**src/rtl/sram_like_arbiter.sv**
```systemverilog
// sram_like_arbiter
//   Shares one SRAM-like slave port between the instruction-fetch and the
//   load/store requesters of the core. One request is picked per cycle.
//   Data wins by default. Instruction fetch is forced through after
//   STARVE_LIMIT consecutive data grants made while it was waiting. A
//   grant that the slave has not accepted is held until bus_addr_ok.
//   The owner of every accepted request goes into an in-order tag FIFO.
//   Each returning response is then routed to the requester at the FIFO
//   head.
//
// Ports
//   clk, reset                 clock, synchronous active-high reset
//   inst_req/inst_cmd          instruction requester (cmd is 72-bit packed)
//   inst_addr_ok/data_ok/rdata instruction requester handshake and read data
//   data_req/data_cmd          load/store requester
//   data_addr_ok/data_ok/rdata load/store requester handshake and read data
//   bus_req/bus_cmd            request to the slave
//   bus_addr_ok/data_ok/rdata  slave handshake and read data
//   outstanding_cnt            tag FIFO occupancy
//   resp_err                   one-cycle pulse after a response arrived with no owner
module sram_like_arbiter #(
    parameter int MAX_OUTSTANDING = 4,
    parameter int STARVE_LIMIT    = 4
) (
    input  logic                                 clk,
    input  logic                                 reset,
    input  logic                                 inst_req,
    input  logic [71:0]                          inst_cmd,
    output logic                                 inst_addr_ok,
    output logic                                 inst_data_ok,
    output logic [31:0]                          inst_rdata,
    input  logic                                 data_req,
    input  logic [71:0]                          data_cmd,
    output logic                                 data_addr_ok,
    output logic                                 data_data_ok,
    output logic [31:0]                          data_rdata,
    output logic                                 bus_req,
    output logic [71:0]                          bus_cmd,
    input  logic                                 bus_addr_ok,
    input  logic                                 bus_data_ok,
    input  logic [31:0]                          bus_rdata,
    output logic [$clog2(MAX_OUTSTANDING):0]     outstanding_cnt,
    output logic                                 resp_err
);
    localparam int PW = $clog2(MAX_OUTSTANDING);
    localparam int CW = PW + 1;
    localparam int SW = $clog2(STARVE_LIMIT + 1);

    typedef enum logic [1:0] {IDLE, LOCK_INST, LOCK_DATA} state_t;

    state_t                     state, state_nxt;
    logic [PW-1:0]              wr_ptr, rd_ptr;
    logic [CW-1:0]              count;
    logic [MAX_OUTSTANDING-1:0] tag_q;      // 0 = inst, 1 = data
    logic [SW-1:0]              starve_cnt;

    logic req_sel, grant_data, accept, pop, full, can_issue, starved, head;

    assign full    = (count == CW'(MAX_OUTSTANDING));
    // A response popping this cycle frees a slot, so a full FIFO can still issue.
    assign pop       = bus_data_ok && (count != '0) && !reset;
    assign can_issue = !full || pop;
    assign starved   = inst_req && (starve_cnt == SW'(STARVE_LIMIT));
    assign head      = tag_q[rd_ptr];

    always_comb begin
        req_sel    = 1'b0;
        grant_data = 1'b0;
        state_nxt  = state;
        case (state)
            IDLE: begin
                if (can_issue) begin
                    if (data_req && !starved) begin
                        req_sel    = 1'b1;
                        grant_data = 1'b1;
                    end else if (inst_req) begin
                        req_sel = 1'b1;
                    end
                end
                if (req_sel && !bus_addr_ok)
                    state_nxt = grant_data ? LOCK_DATA : LOCK_INST;
            end
            LOCK_INST: begin
                req_sel = inst_req;
                // A dropped request would otherwise wedge the lock.
                if (!inst_req || bus_addr_ok) state_nxt = IDLE;
            end
            LOCK_DATA: begin
                req_sel    = data_req;
                grant_data = 1'b1;
                if (!data_req || bus_addr_ok) state_nxt = IDLE;
            end
            default: state_nxt = IDLE;
        endcase
    end

    assign bus_req      = req_sel && !reset;
    assign bus_cmd      = grant_data ? data_cmd : inst_cmd;
    assign accept       = bus_req && bus_addr_ok;
    assign inst_addr_ok = accept && !grant_data;
    assign data_addr_ok = accept && grant_data;

    // The head is read before any same-cycle push, so it always names the oldest owner.
    assign inst_data_ok = pop && !head;
    assign data_data_ok = pop && head;
    assign inst_rdata   = bus_rdata;
    assign data_rdata   = bus_rdata;

    assign outstanding_cnt = count;

    always_ff @(posedge clk) begin
        if (reset) begin
            state      <= IDLE;
            wr_ptr     <= '0;
            rd_ptr     <= '0;
            count      <= '0;
            tag_q      <= '0;
            starve_cnt <= '0;
            resp_err   <= 1'b0;
        end else begin
            state    <= state_nxt;
            resp_err <= bus_data_ok && (count == '0);
            if (accept) begin
                tag_q[wr_ptr] <= grant_data;
                wr_ptr        <= wr_ptr + PW'(1);
                if (grant_data && inst_req) begin
                    if (starve_cnt != SW'(STARVE_LIMIT))
                        starve_cnt <= starve_cnt + SW'(1);
                end else begin
                    starve_cnt <= '0;
                end
            end
            if (pop)
                rd_ptr <= rd_ptr + PW'(1);
            case ({accept, pop})
                2'b10:   count <= count + CW'(1);
                2'b01:   count <= count - CW'(1);
                default: count <= count;
            endcase
        end
    end
endmodule

```
**config.mk**
```make
export PLATFORM = sky130hd
export DESIGN_NAME = sram_like_arbiter
export DESIGN_NICKNAME = d
export VERILOG_FILES = /design/src/rtl/sram_like_arbiter.sv
export SDC_FILE = /design/constraint.sdc
export NUM_CORES = 1
export LEC_CHECK = 0
export ABC_AREA = 1
export CAP_MARGIN = 20
export CORE_AREA = 8 8 120 122
export DETAILED_ROUTE_END_ITERATION = 16
export DIE_AREA = 0 0 128 130
export PLACE_DENSITY = 0.65
export SYNTH_ARGS = -nofsm -noshare
export SYNTH_HDL_FRONTEND = slang
export SYNTH_SLANG_ARGS = --single-unit
```
**constraint.sdc**
```tcl
create_clock -name clk -period 4.1 [get_ports clk]
set_clock_uncertainty 0.15 [all_clocks]
set_input_delay 0.82 -clock clk [delete_from_list [all_inputs] [get_ports clk]]
set_output_delay 0.82 -clock clk [all_outputs]
set_load 0.02 [all_outputs]
```
==> results.md, run 1 <==
* Final Max Slew Viols at 0
* Tmin final at 3900 ps
* Async SR Flop Fraction at 0%
* Post-Layout Cell Count at 781
* Internal at 873 uW
* CTS tree: yes
* Area grow syn2layout at 81.4%
* Row cnt at 41
* DR vias at 3197
* Largest family of logic cells by synthesized area: simple AND/OR/NAND/NOR gates
* Total power at 1.58 mW
* Fill cells at 1301
* DIE HEIGHT at 130 um
* Worst r2r path cells at 12
* R2R Path End: outstanding_cnt[2]$_SDFFE_PP0P_
* Synth Warn # at 0
* Switching portion of total power at 44.7%
* Crit path max-delay family: buffers and inverters
* Initial DRT Pass Iterations at 4
* Bufs and invs on worst path at 4
* Share of cells above drive strength 1 at 6.08%
* Post-CTS Setup Bufs at 0
* Static leakage at 2.11 nW
* Multi-input gate area in the final layout at 1470 um2
* Highest routed layer: met4
* CTS Hold Bufs at 0
* Global-route wire length before repair at 17100 um
* Die X-Extent at 128 um
* Worst vdd ir at 0.199 mV
* Critical path peak fanout at 39
* Diode count at 0
* Type of origin of the critical path: input port
* GRT Util Overall at 12.7%
* Htree depth at 1
* Post-Route M1 WL at 4300 um
* Mapped cell area at 2550 um2
* Initial DRC Count at 66
* Die area at 16600 um2
* Cts bufs inserted at 3
* Setup CP Type: input port to output pin
* Slew headroom at 66.8%
* Crit. End Element: output pin
* R2r setup slk at 1670 ps
* Largest net degree at the start of global routing at 40
* Register Area at 340 um2
* Final HPWL DP at 10200 um
* Final WL at 11700 um
* Root Buffer: clkbuf_16
* Seq/Total Area, Yosys at 13.3%
* Final Util at 37.3%
* XOR/XNOR Fraction of Synth Area at 0.343%
* Met2 WL at 5870 um
* Setup TNS at 0 ps
* Vias in the first global route at 3126
* Hold Crit Class: register to register
* Setup violations, final at 0
* Core ar. at 12400 um2
* Synth area leaders: nand2_1 (34%), buf_4 (20%), dfxtp_1 (13%)
* RSZ-0062 raised after global routing: no
* Nets at 800
* R2R Path Start: outstanding_cnt[1]$_SDFFE_PP0P_
* Post-placement cell count at 777
* Routed length per instance at 15.0 um
* Clk buf depth at 2
* Status: completed
* Synthesis-stage register bit count at 17
* Met3 Routed Length at 1450 um
* Worst Hold End: rd_ptr[1]$_SDFFE_PP0P_
* Synth Area in Compound Gates at 4.96%
* Clk_lat worst skew at 250 ps
* I/O Buffers at 230
* Pre-CTS setup slack at 177 ps
* Hold Path Depth at 2
* Slew at the pin closest to its max-slew limit at 496 ps
* Critical path arrival at 2930 ps
* Io pins at 327
* Post-Syn Nets at 640
* Post-Synth Simple-Gate Area at 48.2%
* Sink Count at 17
* Initial Util at 20.5%
* Post-cts resize count at 0
* Via/cell ratio at 4.09
* Mean Syn Cell Area at 5.67 um2
* Top cell type's share of synthesized area at 34.3%
* Multiplexer area fraction after synthesis at 0%
* Final period util at 95.0%
* Primary FF master, synth: dfxtp_1
* Post-synth EDFFs at 0
* Initial antenna violation count at 0
* Remaining antenna violation count at 0
* Critical path's slowest cell: clkdlybuf4s50_1
* Max_cap viols at 0
* Yosys cell types at 33
* Seq pwr share at 12.6%
* Comb pwr share at 74.8%
* Number of hold violations in the final report at 0
* P_sw at 706 uW
* Worst Setup Slack, final at 204 ps
* Crit-path max cell delay at 630 ps
* Most area-hungry cell type in the Yosys netlist: nand2_1
* Proportion of power drawn by the clock network at 12.7%
* Adder-Cell Fraction of Synth Area at 4.22%
* Residual DRC at 0
* GP Congestion at 0.937
* P per Cell Area at 342 nW/um2
* Startpoint of the worst hold path: rd_ptr[1]$_SDFFE_PP0P_
* Required @ worst endpoint at 3130 ps
* Cells after synthesis at 450
* Grt total ovfl at 0
* CTS clk-pin slew, worst paths at 50 ps
* Fmax at 0.257 GHz
* Crit path cell chain: clkdlybuf4s50_1 > inv_6 > nand2_4 > nand3_4 > nand2_2 > nand2_4 > nand2_8 > buf_12 > nand2_1 > nand2_1 > clkdlybuf4s50_1
==> synth_stat cells, types with 2 or more instances <==
cell and count:
nand2_4 2, dfxtp_1 17, nand3_4 2, inv_1 26, nor2_2 2, nand4_1 12, a21oi_1 13, buf_6 3
nand2_1 233, nor2_1 19, o21ai_0 6, buf_2 7, buf_4 68, nand3_1 4, nand2_2 12, ha_1 7
==> cells by family after synthesis <==
family          count (synthesis)
buf+inv                       111
compound gates                 23
flops                          17
fa+ha+maj                       8
xor+xnor                        1
simple gates                  290
==> layer usage <==
layer,GRT usage (%),vias to the layer above
met5,0,-
met4,1.96,0
met3,5.88,12
met2,22.4,198
met1,13.8,1367
li1,-,1620
==> registers in the layout, summed over array words and instances, names as in the netlist <==
register         count
tag_q                4
outstanding_cnt      3
wr_ptr               2
rd_ptr               2
resp_err             1
starve_cnt           3
state                2
==> worst max path at each step <==
stage | start | endpoint | depth (start not counted)
after global routing | reset | bus_cmd[23] | 11
after detailed placement | reset | bus_cmd[23] | 11
final | reset | bus_cmd[23] | 11
after global placement | reset | bus_cmd[6] | 11
after CTS | reset | bus_cmd[23] | 11
after floorplan | reset | inst_addr_ok | 10
==> cell type report <==
| cell class | count | share of cell area [%] |
|---|---|---|
| Inverter | 29 | 2.52 |
| Multi-Input combinational cell | 322 | 31.8 |
| Timing Repair Buffer | 237 | 51.9 |
| Sequential cell | 17 | 7.36 |
| Clock buffer | 4 | 1.70 |
| Tap cell | 172 | 4.65 |
==> metrics by stage <==
step	hold WS [ps]	instance area, um2
floorplan	315	2550
global placement	325	4550
detailed placement	343	4550
CTS	350	4620
global route	404	4620
finish	353	4620
==> power groups by stage <==
stage          clock (mW)  sequential [mW]  combinational (mW)
5_1_grt             0.212            0.201                1.28
2_1_floorplan           0            0.203               0.708
4_1_cts             0.205            0.198                1.20
3_5_place_dp            0            0.202                1.19
6_report            0.201            0.198                1.18
3_3_place_gp            0            0.200                1.18
==> placed cells by master (no fill, tap or decap), types with 2 or more instances in the layout <==
cell type / n
a21oi_1: 13
buf_12: 4
buf_4: 4
clkbuf_16: 3
clkdlybuf4s50_1: 229
dfxtp_1: 17
ha_1: 7
inv_1: 26
nand2_1: 233
nand2_2: 12
nand2_4: 2
nand3_1: 4
nand3_4: 2
nand4_1: 12
nor2_1: 19
nor2_2: 2
o21ai_0: 6
==> worst reg2reg max path, stage by stage (launching register included) <==
cell	delay, ps
dfxtp_1	330
nor2_1	250
nand3_4	140
nand3_2	100
nand2_2	120
nand3_4	140
ha_1	170
inv_1	70
fa_1	380
a21oi_1	150
o21ai_0	130
o21ai_0	160
a21oi_1	50
(Power assumes the default switching activity.)
==> run 2, diff against run 1 <==
Settings changed: CTS_BUF_LIST set to sky130_fd_sc_hd__clkbuf_4 sky130_fd_sc_hd__clkbuf_8 sky130_fd_sc_hd__clkbuf_16.
==> run 2 against run 1 <==
Die area did not move. Clock power rose by 3%. First-iteration DRC count did not move. Combinational power barely moved. Sequential cell count did not move. Sequential share of layout area barely moved. Non-clock buffer count did not move. Sequential power barely moved. Hold slack barely moved. Core utilization barely moved. Largest cell class unchanged. Largest power group unchanged.
==> results.md, run 2 (synthesis results as in run 1) <==
* Final HPWL DP at 10200 um
* Hold Crit Class: register to register
* Top reg by flops: tag_q
* DIE HEIGHT at 130 um
* Setup CP Type: input port to output pin
* Remaining antenna violation count at 0
* Post-cts resize count at 0
* Clk_lat worst skew at 250 ps
* Post-placement cell count at 777
* Initial antenna violation count at 0
* Vias in the first global route at 3126
* Max_cap viols at 0
* Critical path's slowest cell: clkdlybuf4s50_1
* Nets at 800
* Post-CTS Setup Bufs at 0
* Type of origin of the critical path: input port
* Initial DRT Pass Iterations at 5
* Slew headroom at 66.9%
* Routed length per instance at 15.0 um
* Required @ worst endpoint at 3130 ps
* CTS Hold Bufs at 0
* Largest net degree at the start of global routing at 40
* Die X-Extent at 128 um
* CTS clk-pin slew, worst paths at 50 ps
* Critical path peak fanout at 39
* DR vias at 3196
* Final period util at 95.0%
* Slew at the pin closest to its max-slew limit at 495 ps
* Number of hold violations in the final report at 0
* I/O Buffers at 230
* Static leakage at 2.12 nW
* Setup TNS at 0 ps
* Die area at 16600 um2
* GRT Util Overall at 12.7%
* Hold Path Depth at 2
* R2r setup slk at 1670 ps
* Final WL at 11700 um
* Status: completed
* Io pins at 327
* Max FFs per register at 4
* Sink Count at 17
* Row cnt at 41
* Cts bufs inserted at 3
* Residual DRC at 0
* Crit path cell chain: clkdlybuf4s50_1 > inv_6 > nand2_4 > nand3_4 > nand2_2 > nand2_4 > nand2_8 > buf_12 > nand2_1 > nand2_1 > clkdlybuf4s50_1
* P per Cell Area at 343 nW/um2
* Worst r2r path cells at 12
* Tmin final at 3900 ps
* Diode count at 0
* Final Max Slew Viols at 0
* Fmax at 0.257 GHz
* Post-Layout Cell Count at 781
* Initial DRC Count at 66
* Core ar. at 12400 um2
* CTS tree: yes
* GP Congestion at 0.937
* Area grow syn2layout at 81.5%
* Crit. End Element: output pin
* Worst vdd ir at 0.199 mV
* Htree depth at 1
* Initial Util at 20.5%
* Most frequent cells in the layout: nand2_1 (233), clkdlybuf4s50_1 (229), inv_1 (26)
* Global-route wire length before repair at 17100 um
* Hold Slack at 354 ps
* Grt total ovfl at 0
* Most common cell after layout, fill and taps aside: nand2_1
* Setup violations, final at 0
* Critical path arrival at 2930 ps
* RSZ-0062 raised after global routing: no
* Clk buf depth at 2
* Root Buffer: clkbuf_16
* Share of cells above drive strength 1 at 6.24%
* Crit-path max cell delay at 630 ps
* Via/cell ratio at 4.09
==> run 2: cell counts in the layout (fill, tap and decap cells not counted) <==
Identical to the previous run, type by type.
==> run 2: cell type report <==
class                   count  area [um2]
flip-flops and latches     17         340
clock buffers               4        82.6
inverters                  29         116
well taps                 172         215
multi-input cells         322        1470
repair buffers            237        2400
fillers                  1301        7790
==> run 2: metal layers <==
| layer | track usage, % | routed length [um] | vias up |
|---|---|---|---|
| li1 | - | - | 1620 |
| met1 | 13.8 | 4260 | 1360 |
| met3 | 5.88 | 1460 | 12 |
| met2 | 22.4 | 5900 | 204 |
| met4 | 1.96 | 72 | 0 |
| met5 | 0 | 0 | - |
==> run 2: through the flow <==
stage,total power [mW],setup slack [ps],area (um2),util [%]
6_report,1.59,204,4630,37.3
5_1_grt,1.70,62.4,4630,37.3
4_1_cts,1.61,162,4630,37.3
3_5_place_dp,1.39,177,4550,36.6
3_3_place_gp,1.38,220,4550,36.6
2_1_floorplan,0.911,1250,2550,-
==> run 2: critical path, delay by kind of cell <==
family / cells / cell delay (ps)
buffers and inverters: 4 / 1460
AND/OR/NAND/NOR: 7 / 640
==> run 2: path summary, 6_finish.rpt <==
kind	startpoint	to
worst min-delay path	rd_ptr[1]$_SDFFE_PP0P_	rd_ptr[1]$_SDFFE_PP0P_
worst max-delay path	reset	bus_cmd[23]
worst max register to register	outstanding_cnt[1]$_SDFFE_PP0P_	outstanding_cnt[2]$_SDFFE_PP0P_
worst min register to register	rd_ptr[1]$_SDFFE_PP0P_	rd_ptr[1]$_SDFFE_PP0P_
==> run 2: power breakdown <==
group / switching, mW / leakage (nW) / total [mW] / internal, mW
combinational: 0.622 / 1.94 / 1.18 / 0.558
sequential: 0.0155 / 0.139 / 0.198 / 0.183
clock: 0.0684 / 0.0416 / 0.207 / 0.139
total: 0.706 / 2.12 / 1.59 / 0.880
